File: src/rtl/addsub_seq.sv
// addsub_seq: multi-cycle add/subtract unit.
// One CHUNK-bit slice per cycle, LSB first, through a registered carry.
module addsub_seq #(
  parameter int WIDTH = 32,
  parameter int CHUNK = 8
) (
  input  logic             clk,
  input  logic             rst_n,
  input  logic             start,
  input  logic             sub,
  input  logic [WIDTH-1:0] srca,
  input  logic [WIDTH-1:0] srcb,
  output logic             busy,
  output logic             done,
  output logic [WIDTH-1:0] aluout,
  output logic             cout,
  output logic             overflow,
  output logic             zero
);

  localparam int N  = WIDTH / CHUNK;
  localparam int IW = (N > 1) ? $clog2(N) : 1;

  typedef enum logic [1:0] {
    IDLE,
    RUN,
    DONE
  } state_t;

  state_t           state;
  state_t           state_nxt;
  logic [WIDTH-1:0] opa;
  logic [WIDTH-1:0] opb;
  logic [WIDTH-1:0] acc;
  logic [WIDTH-1:0] res;
  logic             carry;
  logic [IW-1:0]    idx;
  logic             last;
  logic             accept;
  logic [CHUNK-1:0] sa;
  logic [CHUNK-1:0] sb;
  logic [CHUNK-1:0] ss;
  logic             sc;
  logic             cmsb;

  assign busy   = (state == RUN);
  assign done   = (state == DONE);
  assign last   = (idx == IW'(N - 1));
  assign accept = start && (state != RUN);

  // slice adder plus merged result and carry into the MSB
  always_comb begin
    sa   = opa[idx*CHUNK +: CHUNK];
    sb   = opb[idx*CHUNK +: CHUNK];
    {sc, ss} = {1'b0, sa} + {1'b0, sb}
             + {{CHUNK{1'b0}}, carry};
    res  = acc;
    res[idx*CHUNK +: CHUNK] = ss;
    cmsb = ss[CHUNK-1] ^ sa[CHUNK-1] ^ sb[CHUNK-1];
  end

  // state register
  always_ff @(posedge clk or negedge rst_n) begin
    if (!rst_n) state <= IDLE;
    else        state <= state_nxt;
  end

  // next-state logic
  always_comb begin
    state_nxt = state;
    unique case (state)
      IDLE: if (start) state_nxt = RUN;
      RUN:  if (last)  state_nxt = DONE;
      DONE: state_nxt = start ? RUN : IDLE;
      default: state_nxt = IDLE;
    endcase
  end

  // operand capture, slice accumulation and result/flag update
  always_ff @(posedge clk or negedge rst_n) begin
    if (!rst_n) begin
      opa      <= '0;
      opb      <= '0;
      acc      <= '0;
      carry    <= 1'b0;
      idx      <= '0;
      aluout   <= '0;
      cout     <= 1'b0;
      overflow <= 1'b0;
      zero     <= 1'b0;
    end else if (accept) begin
      opa   <= srca;
      opb   <= sub ? ~srcb : srcb;
      carry <= sub;
      acc   <= '0;
      idx   <= '0;
    end else if (state == RUN) begin
      acc   <= res;
      carry <= sc;
      idx   <= idx + IW'(1);
      if (last) begin
        aluout   <= res;
        cout     <= sc;
        overflow <= cmsb ^ sc;
        zero     <= (res == '0);
      end
    end
  end

endmodule

File: config.mk
export PLATFORM = sky130hd
export DESIGN_NAME = addsub_seq
export DESIGN_NICKNAME = d
export VERILOG_FILES = /design/src/rtl/addsub_seq.sv
export SDC_FILE = /design/constraint.sdc
export NUM_CORES = 1
export LEC_CHECK = 0
export CAP_MARGIN = 20
export CELL_PAD_IN_SITES_DETAIL_PLACEMENT = 1
export CELL_PAD_IN_SITES_GLOBAL_PLACEMENT = 1
export CORE_MARGIN = 2
export CORE_UTILIZATION = 45
export DETAILED_ROUTE_END_ITERATION = 12
export GPL_ROUTABILITY_DRIVEN = 0
export GPL_TIMING_DRIVEN = 0
export PLACE_DENSITY = 0.94
export SLEW_MARGIN = 20
export SYNTH_ARGS = -nofsm -noshare
export SYNTH_HDL_FRONTEND = slang
export SYNTH_SLANG_ARGS = --single-unit
File: constraint.sdc
create_clock -name clk -period 6.2 [get_ports clk]
set_input_delay 1.24 -clock clk [delete_from_list [all_inputs] [get_ports clk]]
set_output_delay 1.24 -clock clk [all_outputs]
set_load 0.005 [all_outputs]
# Yosys cells after proc, flatten, opt, wreduce, memory -nomap -nowiden
# Cells that the tools add are included.
[totals]
wordCells = 47
regBits = 136
output_inout_bits = 37
input_bits = 68
[op_classes]
muxes = 12
addsub = 4
shifts = 4
n_reduce_logical = 6
n_eq_ne = 6
bitwise_logic = 5
[ops]
columns = ["operator", "count"]
rows = [
  ["two-way mux 32 bit", 3],
  ["variable part select 32 x 6 -> 8 bit", 2],
  ["negator 5 -> 34 bit", 1],
  ["variable shift 8 x 34 -> 32 bit (first input constant)", 1],
  ["variable part select 8 x 34 -> 32 bit", 1],
  ["bitwise mux 32 bit", 1],
  ["logical NOT 32 bit", 1],
  ["inverter 32 bit", 1],
  ["adder 8 x 8 -> 9 bit", 1],
  ["adder 9 x 1 -> 9 bit", 1],
  ["two-way mux 2 bit", 4],
  ["case mux 2 bit (3 select lines)", 1],
  ["equality test 2 bit (second input constant)", 2],
  ["!= test 2 x 1 -> 1 bit (second input constant)", 2],
  ["two-way mux 1 bit", 3],
  ["AND reduction 3 bit", 1],
  ["XOR 1 bit", 3],
  ["adder 2 x 1 -> 2 bit (second input constant)", 1],
  ["equality test 2 x 1 -> 1 bit (second input constant)", 1],
  ["logical NOT 2 bit", 1],
  ["!= test 2 bit (second input constant)", 1],
  ["AND reduction 2 bit", 1],
  ["nonzero test 2 bit", 1],
  ["logical AND 1 bit", 1],
  ["inverter 1 bit", 1],
]

# Depth between registers and ports, before layout
# Gate-level depths: netlist of run 1.
[logic_depth]
depth_word = 7
ltp_mapped = 11
depth_no_buf = 9

# Worst setup path after synthesis of run 1
# Ideal clock, no wire load.
[synth_timing]
path_kind = "reg2reg"
from = "register idx[0]"
to = "register overflow"
period_less_slack_ns = 3.548
path_stages_with_launch = 12
slack_ns = 2.652
required_ns = 6.123
arrival_ns = 3.471
cell_sequence = "dfrtp_1 > buf_2 > buf_2 > mux4_2 > fa_1 > fa_1 > a211oi_1 > o21a_2 > o21bai_1 > a21oi_1 > xnor3_1 > o21ai_1"
[synth_between]
elab_chain_cells = 6
word_cells_on_any_way = 9
classes_between = "2 x add/sub; 1 x eq/ne; 2 x shift; 3 x bitwise; 1 x reduce/logical"
[synth_rtl]
columns = ["element", "line", "text"]
rows = [
  ["start, declared", "37", "logic [IW-1:0] idx;"],
  ["start signal, assigned", "100", "idx <= idx + IW'(1);"],
  ["variable part select 32 x 6 -> 8 bit (on tied branches)", "53, 54", ""],
  ["adder 8 x 8 -> 9 bit", "55", "{sc, ss} = {1'b0, sa} + {1'b0, sb}"],
  ["adder 9 x 1 -> 9 bit", "56", "+ {{CHUNK{1'b0}}, carry};"],
  ["XOR 1 bit (2 in a row)", "59", "cmsb = ss[CHUNK-1] ^ sa[CHUNK-1] ^ sb[CHUNK-1];"],
  ["XOR 1 bit", "104", "overflow <= cmsb ^ sc;"],
  ["end signal, assigned", "104", ""],
  ["end, declared", "17", "output logic overflow,"],
]
# Several ways; a longest one is shown, not always the timed one.
# A chain may end at the register's enable or synchronous reset.

# Final worst setup path of run 1
[layout_timing]
from = "register idx[0]"
to = "register zero"
[layout_between]
elab_chain_cells = 6
word_cells_on_any_way = 11
classes_between = "3 x add/sub; 1 x eq/ne; 4 x shift; 1 x mux; 2 x reduce/logical"
[layout_rtl]
columns = ["element", "line", "text"]
rows = [
  ["variable part select 32 x 6 -> 8 bit (on tied branches)", "53, 54", ""],
  ["adder 8 x 8 -> 9 bit", "55", ""],
  ["adder 9 x 1 -> 9 bit", "56", ""],
  ["variable part select 8 x 34 -> 32 bit", "58", "res[idx*CHUNK +: CHUNK] = ss;"],
  ["bitwise mux 32 bit", "58", ""],
  ["logical NOT 32 bit", "105", "zero <= (res == '0);"],
  ["end signal, assigned", "105", ""],
  ["end, declared", "18", "output logic zero"],
]
# Several ways; a longest one is shown, not always the timed one.

==> results of run 1 <==
## layout make-up
cell class	count	area [sq um]	area share
clock buffers	23	508	0.0591
well taps	184	230	0.0268
repair buffers	104	1060	0.124
flip-flops and latches	136	3400	0.396
inverters	5	18.8	0.00218
clock inverters	7	115	0.0134
multi-input cells	469	3060	0.356
plain buffers	43	190	0.0221
## layer usage
| layer | GRT usage | vias to the layer above |
|---|---|---|
| met5 | 0 | - |
| met4 | 0.134 | 0 |
| met3 | 0.0595 | 48 |
| met2 | 0.489 | 200 |
| met1 | 0.336 | 2856 |
| li1 | - | 2493 |
## registers in the layout, indices dropped and copies added, names as in the netlist
name,count
carry,1
acc,32
opa,32
overflow,1
opb,32
cout,1
zero,1
idx,2
state,2
aluout,32
## logic make-up (layout without fill, tap and decap cells)
kind of cell,after synthesis,in the layout,share of synthesized area
adder cells (fa/ha/maj),15,15,0.0304
buffers and inverters,48,182,0.0313
XOR/XNOR,39,39,0.0584
AND/OR/NAND/NOR,234,234,0.161
AO/OA/AOI/OAI,162,162,0.149
flip-flops,136,136,0.511
multiplexers,19,19,0.0586
## power groups by stage
| stage | registers [mW] | clock network (mW) | logic, mW |
|---|---|---|---|
| detailed placement | 1.49 | 0 | 3.01 |
| floorplan | 1.41 | 0 | 1.94 |
| finish | 1.51 | 1.07 | 3.11 |
| CTS | 1.50 | 1.08 | 3.08 |
| global placement | 1.45 | 0 | 2.80 |
| global route | 1.54 | 1.11 | 3.33 |
## stage by stage
step	utilization	instances	TNS, ns	hold WS, ns	instance area (sq um)
finish	0.593	971	0	0.483	8590
global route	0.593	971	0	0.502	8590
CTS	0.593	971	0	0.486	8580
detailed placement	0.550	941	0	0.465	7960
global placement	0.548	940	-148.55	0.453	7930
floorplan	-	653	0	0.440	6670
## critical path, cell delays in order (launching register included)
cell and delay, ns:
dfrtp_1 0.40, buf_2 0.25, buf_2 0.37, mux4_2 0.61, fa_1 0.50, fa_1 0.46
a211oi_1 0.38, o21a_2 0.22, a2bb2oi_2 0.58, o41ai_2 0.18, a22o_1 0.21
## how the worst max path moves through the flow
stage                             to  slack (ns)   start
final                           zero        1.92  idx[0]
after global routing      aluout[30]        1.73  idx[0]
after CTS                       zero        1.95  idx[0]
after detailed placement    overflow        2.02  idx[0]
after global placement       opb[19]       -1.11   rst_n
after floorplan             overflow        2.65  idx[0]
## cells in the final DEF (no fill, tap or decap), types with 2 or more instances in the layout
master,n
clkbuf_8,7
o22ai_1,2
clkdlybuf4s50_1,102
fa_1,2
nor2b_1,31
buf_2,10
inv_2,2
nor3_1,5
a22o_1,28
clkinvlp_4,2
nor4_1,4
nor4b_1,3
clkbuf_16,17
clkinv_2,2
or4_1,3
o21ai_0,70
a21oi_1,38
inv_1,3
a21o_1,2
xnor2_2,3
mux2i_1,3
nand2_1,166
dfrtp_1,136
a21oi_2,2
clkbuf_1,31
o21ai_1,7
a22o_2,4
a211oi_1,2
and2_1,2
mux4_2,16
nor4bb_1,2
nand3_1,3
bufinv_16,3
ha_1,13
xnor2_1,33
o21bai_1,2
nor2_1,5
==> reports/metrics.yaml, run 1 <==
outcome:
  status: "finished, final reports clean"
sta:
  tightest_slew_ns: 1.18
  rsz0062_at_grt: "false"
  setup_viol: 0
  finalWorstPathRequiredPeriod_ns: 4.28
  finalHoldViolCount: 0
  fin_skew_ns: 0.0106
  slew_headroom: 0.210
  drv_slew: 0
  period_share: 0.691
  fin_ws_ns: 1.92
  max_freq_mhz: 233
power:
  power_density_mw_per_mm2: 662
  seqPwrFrac: 0.265
  power_frac_comb: 0.547
  p_switching_mw: 2.56
  power.total_mw: 5.69
  leakagePower_nw: 3.81
  power.internal_mw: 3.13
  ir_drop_v: 0.000354
  clock_power_share: 0.189
  swShare: 0.449
setup_path:
  critPathRequiredTime_ns: 6.52
  crit_type: "register to register"
  r2r_start: "idx[0]"
  worstPathArrival_ns: 4.60
  reg2reg_setup_slack_ns: 1.92
  r2r_cells: 10
  end_kind: "register"
  regToRegEndpoint: "zero"
  crit_path_start_kind: "register"
  path_max_fanout: 10
floorplan:
  core_area_sq_mm: 0.0145
  rows: 44
  die_h_um: 126
  start_util: 0.460
  io_pins: 105
  die-area_sq_mm: 0.0158
  die_w_um: 126
clocking:
  clk_pin_slew_ns: 0.06
  cts.hold.buffers_added: 0
  clock_latency_ns: 0.43
  numCtsBuffers: 17
  post_cts.repair.setup_buffers: 0
  ctsResizeCount: 0
  cts_tree: "yes"
  htree_levels: 4
  cts_root_buffer: "clkbuf_16"
  cts.sinks: 136
  cts_max_path_buffers: 2
routing:
  wl_um: 21300
  wl_per_cell_um: 22.0
  ant_nets: 0
  met3_length_um: 1030
  wl_met1_um: 8580
  drt_first_pass_iters: 4
  vias: 5597
  viasPerCell: 5.76
  drt_iter0_drc: 263
  post-route-drc-count: 0
  highest_layer: "met4"
  met2WireLength_um: 11000
synth:
  synth_common_cells: "nand2_1 (166), dfrtp_1 (136), o21ai_0 (70)"
  synth_top_area_share: 0.511
  synth_area_per_cell_sq_um: 10.2
  syn-num-nets: 736
  synth_area_leader_cell: "dfrtp_1"
  ys_seq_area_frac: 0.511
  ys_warn_count: 0
  async_flop_share: 1.00
  syn_inst: 653
  synth.distinct_cells: 51
  synth_edf_count: 0
  synth.area.top_cells: "dfrtp_1 (51%), nand2_1 (9.3%), mux4_2 (5.4%), o21ai_0 (5.3%), xnor2_1 (4.5%)"
  synth_area_sq_mm: 0.00667
  synth_flop_cell: "dfrtp_1"
  yosysMostFrequentCell: "nand2_1"
  yosys_register_bits: 136
min_path:
  hold_path.startpoint: "opa[8]"
  min_to: "opa[8]"
  holdPathStages: 2
  hold_class: "register to register"
placement:
  dpl.hpwl_um: 14800
  io_buffers: 103
  pre_cts_slack_ns: 2.02
run:
  drv_cap: 0
global_routing:
  gr-total-overflow: 0
  antenna_found_initial: 1
  grt_pass1_vias: 6245
  grt_pass1_wl_um: 34300
  grt_max_degree: 93
  grt_use_total: 0.282
layout:
  fill_cells: 1559
  finalNetCount: 859
  drive_gt1_frac: 0.102
  antenna_cells: 0
  syn_to_final_growth_pct: 28.9
No activity file was read; power rests on OpenSTA's default activity.
==> inputs of run 2 (changes only) <==
--- a/config.mk
+++ b/config.mk
@@ -9,11 +9,11 @@
 export CELL_PAD_IN_SITES_DETAIL_PLACEMENT = 1
 export CELL_PAD_IN_SITES_GLOBAL_PLACEMENT = 1
 export CORE_MARGIN = 2
-export CORE_UTILIZATION = 45
+export CORE_UTILIZATION = 42
 export DETAILED_ROUTE_END_ITERATION = 12
 export GPL_ROUTABILITY_DRIVEN = 0
 export GPL_TIMING_DRIVEN = 0
-export PLACE_DENSITY = 0.94
+export PLACE_DENSITY = 0.89
 export SLEW_MARGIN = 20
 export SYNTH_ARGS = -nofsm -noshare
 export SYNTH_HDL_FRONTEND = slang
==> constraint.sdc (replaced) <==
create_clock -name clk -period 4.3 [get_ports clk]
set_input_delay 0.86 -clock clk [delete_from_list [all_inputs] [get_ports clk]]
set_output_delay 0.86 -clock clk [all_outputs]
set_load 0.005 [all_outputs]
==> run 2 against run 1 <==
Setup slack worse by 1.7 ns. Global-route usage down 2.4 points. Clock power up 43%. First-iteration DRC count up 44%. Clock skew up 0.0014 ns. Critical path type unchanged. Largest cell class unchanged. Highest routed layer unchanged.
==> reports/metrics.yaml, run 2 (synthesized netlist as in run 1, its figures left out) <==
sta:
  hold_slack_ns: 0.318
  fin_ws_ns: 0.180
  setup_viol: 0
  period_share: 0.958
  finalWorstPathRequiredPeriod_ns: 4.12
  max_freq_mhz: 243
  finalHoldViolCount: 0
  drv_slew: 0
  tightest_slew_ns: 1.07
  slew_headroom: 0.283
  fin_skew_ns: 0.0120
power:
  leakagePower_nw: 3.82
  power_density_mw_per_mm2: 954
  ir_drop_v: 0.000652
  power.total_mw: 8.24
clocking:
  numCtsBuffers: 17
  cts_root_buffer: "clkbuf_16"
  htree_levels: 4
  clk_pin_slew_ns: 0.06
  cts.sinks: 136
  cts.hold.buffers_added: 0
  cts_tree: "yes"
  clock_latency_ns: 0.43
  cts_max_path_buffers: 2
floorplan:
  core_area_sq_mm: 0.0157
  io_pins: 105
  die-area_sq_mm: 0.0169
  die_h_um: 130
  start_util: 0.424
  rows: 46
  die_w_um: 130
placement:
  pre_cts_slack_ns: 0.113
  placed_cell_area_sq_mm: 0.00801
  io_buffers: 103
  dp_cells: 974
  dpl.hpwl_um: 14600
routing:
  post-route-drc-count: 0
  drt_iter0_drc: 380
  wl_per_cell_um: 20.3
  viasPerCell: 5.48
  ant_nets: 0
  drt_first_pass_iters: 6
  vias: 5504
  wl_um: 20400
setup_path:
  r2r_start: "idx[0]"
  r2r_cells: 10
  crit_slowest_cell: "fa_1"
  worstPathArrival_ns: 4.48
  path_max_fanout: 10
  end_kind: "register"
  crit_buf_inv: 2
  critPathRequiredTime_ns: 4.66
  reg2reg_setup_slack_ns: 0.18
  critPathMostFrequentCell: "fa_1"
  crit_family: "adder cells"
  regToRegEndpoint: "zero"
  crit_type: "register to register"
  crit_chain: "buf_2, clkbuf_4, mux4_2, fa_1, fa_1, nor4bb_1, mux2i_1, o21ai_0, nor4b_1, a22o_1"
  max_stage_delay_ns: 0.63
  crit_path_start_kind: "register"
global_routing:
  grt_pass1_wl_um: 32700
  antenna_found_initial: 0
  grt_max_degree: 93
  grt_use_total: 0.258
  gr-total-overflow: 0
  grt_pass1_vias: 6007
layout:
  syn_to_final_growth_pct: 29.5
  drive_gt1_frac: 0.101
  fin_area_sq_mm: 0.00863
  ff_latch_area_sq_mm: 0.00340
  multi_input_area_sq_mm: 0.00307
  fill_cells: 1701
  final_common_cell: "nand2_1"
  layout_common_cells: "nand2_1 (166), dfrtp_1 (136), clkdlybuf4s50_1 (102)"
  finalNetCount: 860
  fin_cells: 1005
  antenna_cells: 0
min_path:
  hold_class: "input pin to asynchronous set/reset pin"
run:
  drv_cap: 0
outcome:
  status: "finished, final reports clean"
## run 2: repair_timing
| action | in CTS | in global routing |
|---|---|---|
| buffers inserted | 0 | 0 |
| endpoints found under the setup margin | 0 | 5 |
| gates resized for setup | 0 | 4 |
## run 2: where the power goes
group / switching [mW] / leakage [nW] / total, mW / internal, mW
registers: 0.354 / 1.78 / 2.16 / 1.80
clock network: 0.540 / 0.306 / 1.53 / 0.990
logic: 2.79 / 1.73 / 4.55 / 1.76
## run 2: area by class of cell
type / count / area share
clock buffer: 21 / 0.0533
sequential: 136 / 0.394
timing repair buffer: 105 / 0.124
buffer: 43 / 0.0223
tap: 216 / 0.0313
multi-input combinational: 469 / 0.356
clock inverter: 10 / 0.0174
inverter: 5 / 0.00217
## run 2: stage by stage
step / util / setup TNS [ns]
2_1_floorplan: - / 0
3_3_place_gp: 0.507 / -350.43
3_5_place_dp: 0.509 / 0
4_1_cts: 0.548 / 0
5_1_grt: 0.549 / -0.00000533
6_report: 0.549 / 0
## run 2: worst max-delay path by stage
stage / depth (start not counted) / endpoint / from / slack [ns]
after detailed placement: 11 / overflow / idx[0] / 0.11
after global placement: 1 / opb[19] / rst_n / -2.59
final: 10 / zero / idx[0] / 0.18
after global routing: 11 / overflow / idx[0] / -0.000005
after floorplan: 11 / overflow / idx[0] / 0.75
after CTS: 11 / overflow / idx[0] / 0.06
## run 2: layer usage
| metal | global-route usage | vias to the layer above | share of wire |
|---|---|---|---|
| met3 | 0.0590 | 35 | 0.050 |
| met2 | 0.460 | 185 | 0.52 |
| li1 | - | 2495 | - |
| met4 | 0.0848 | 0 | 0.022 |
| met5 | 0 | - | 0 |
| met1 | 0.308 | 2789 | 0.41 |
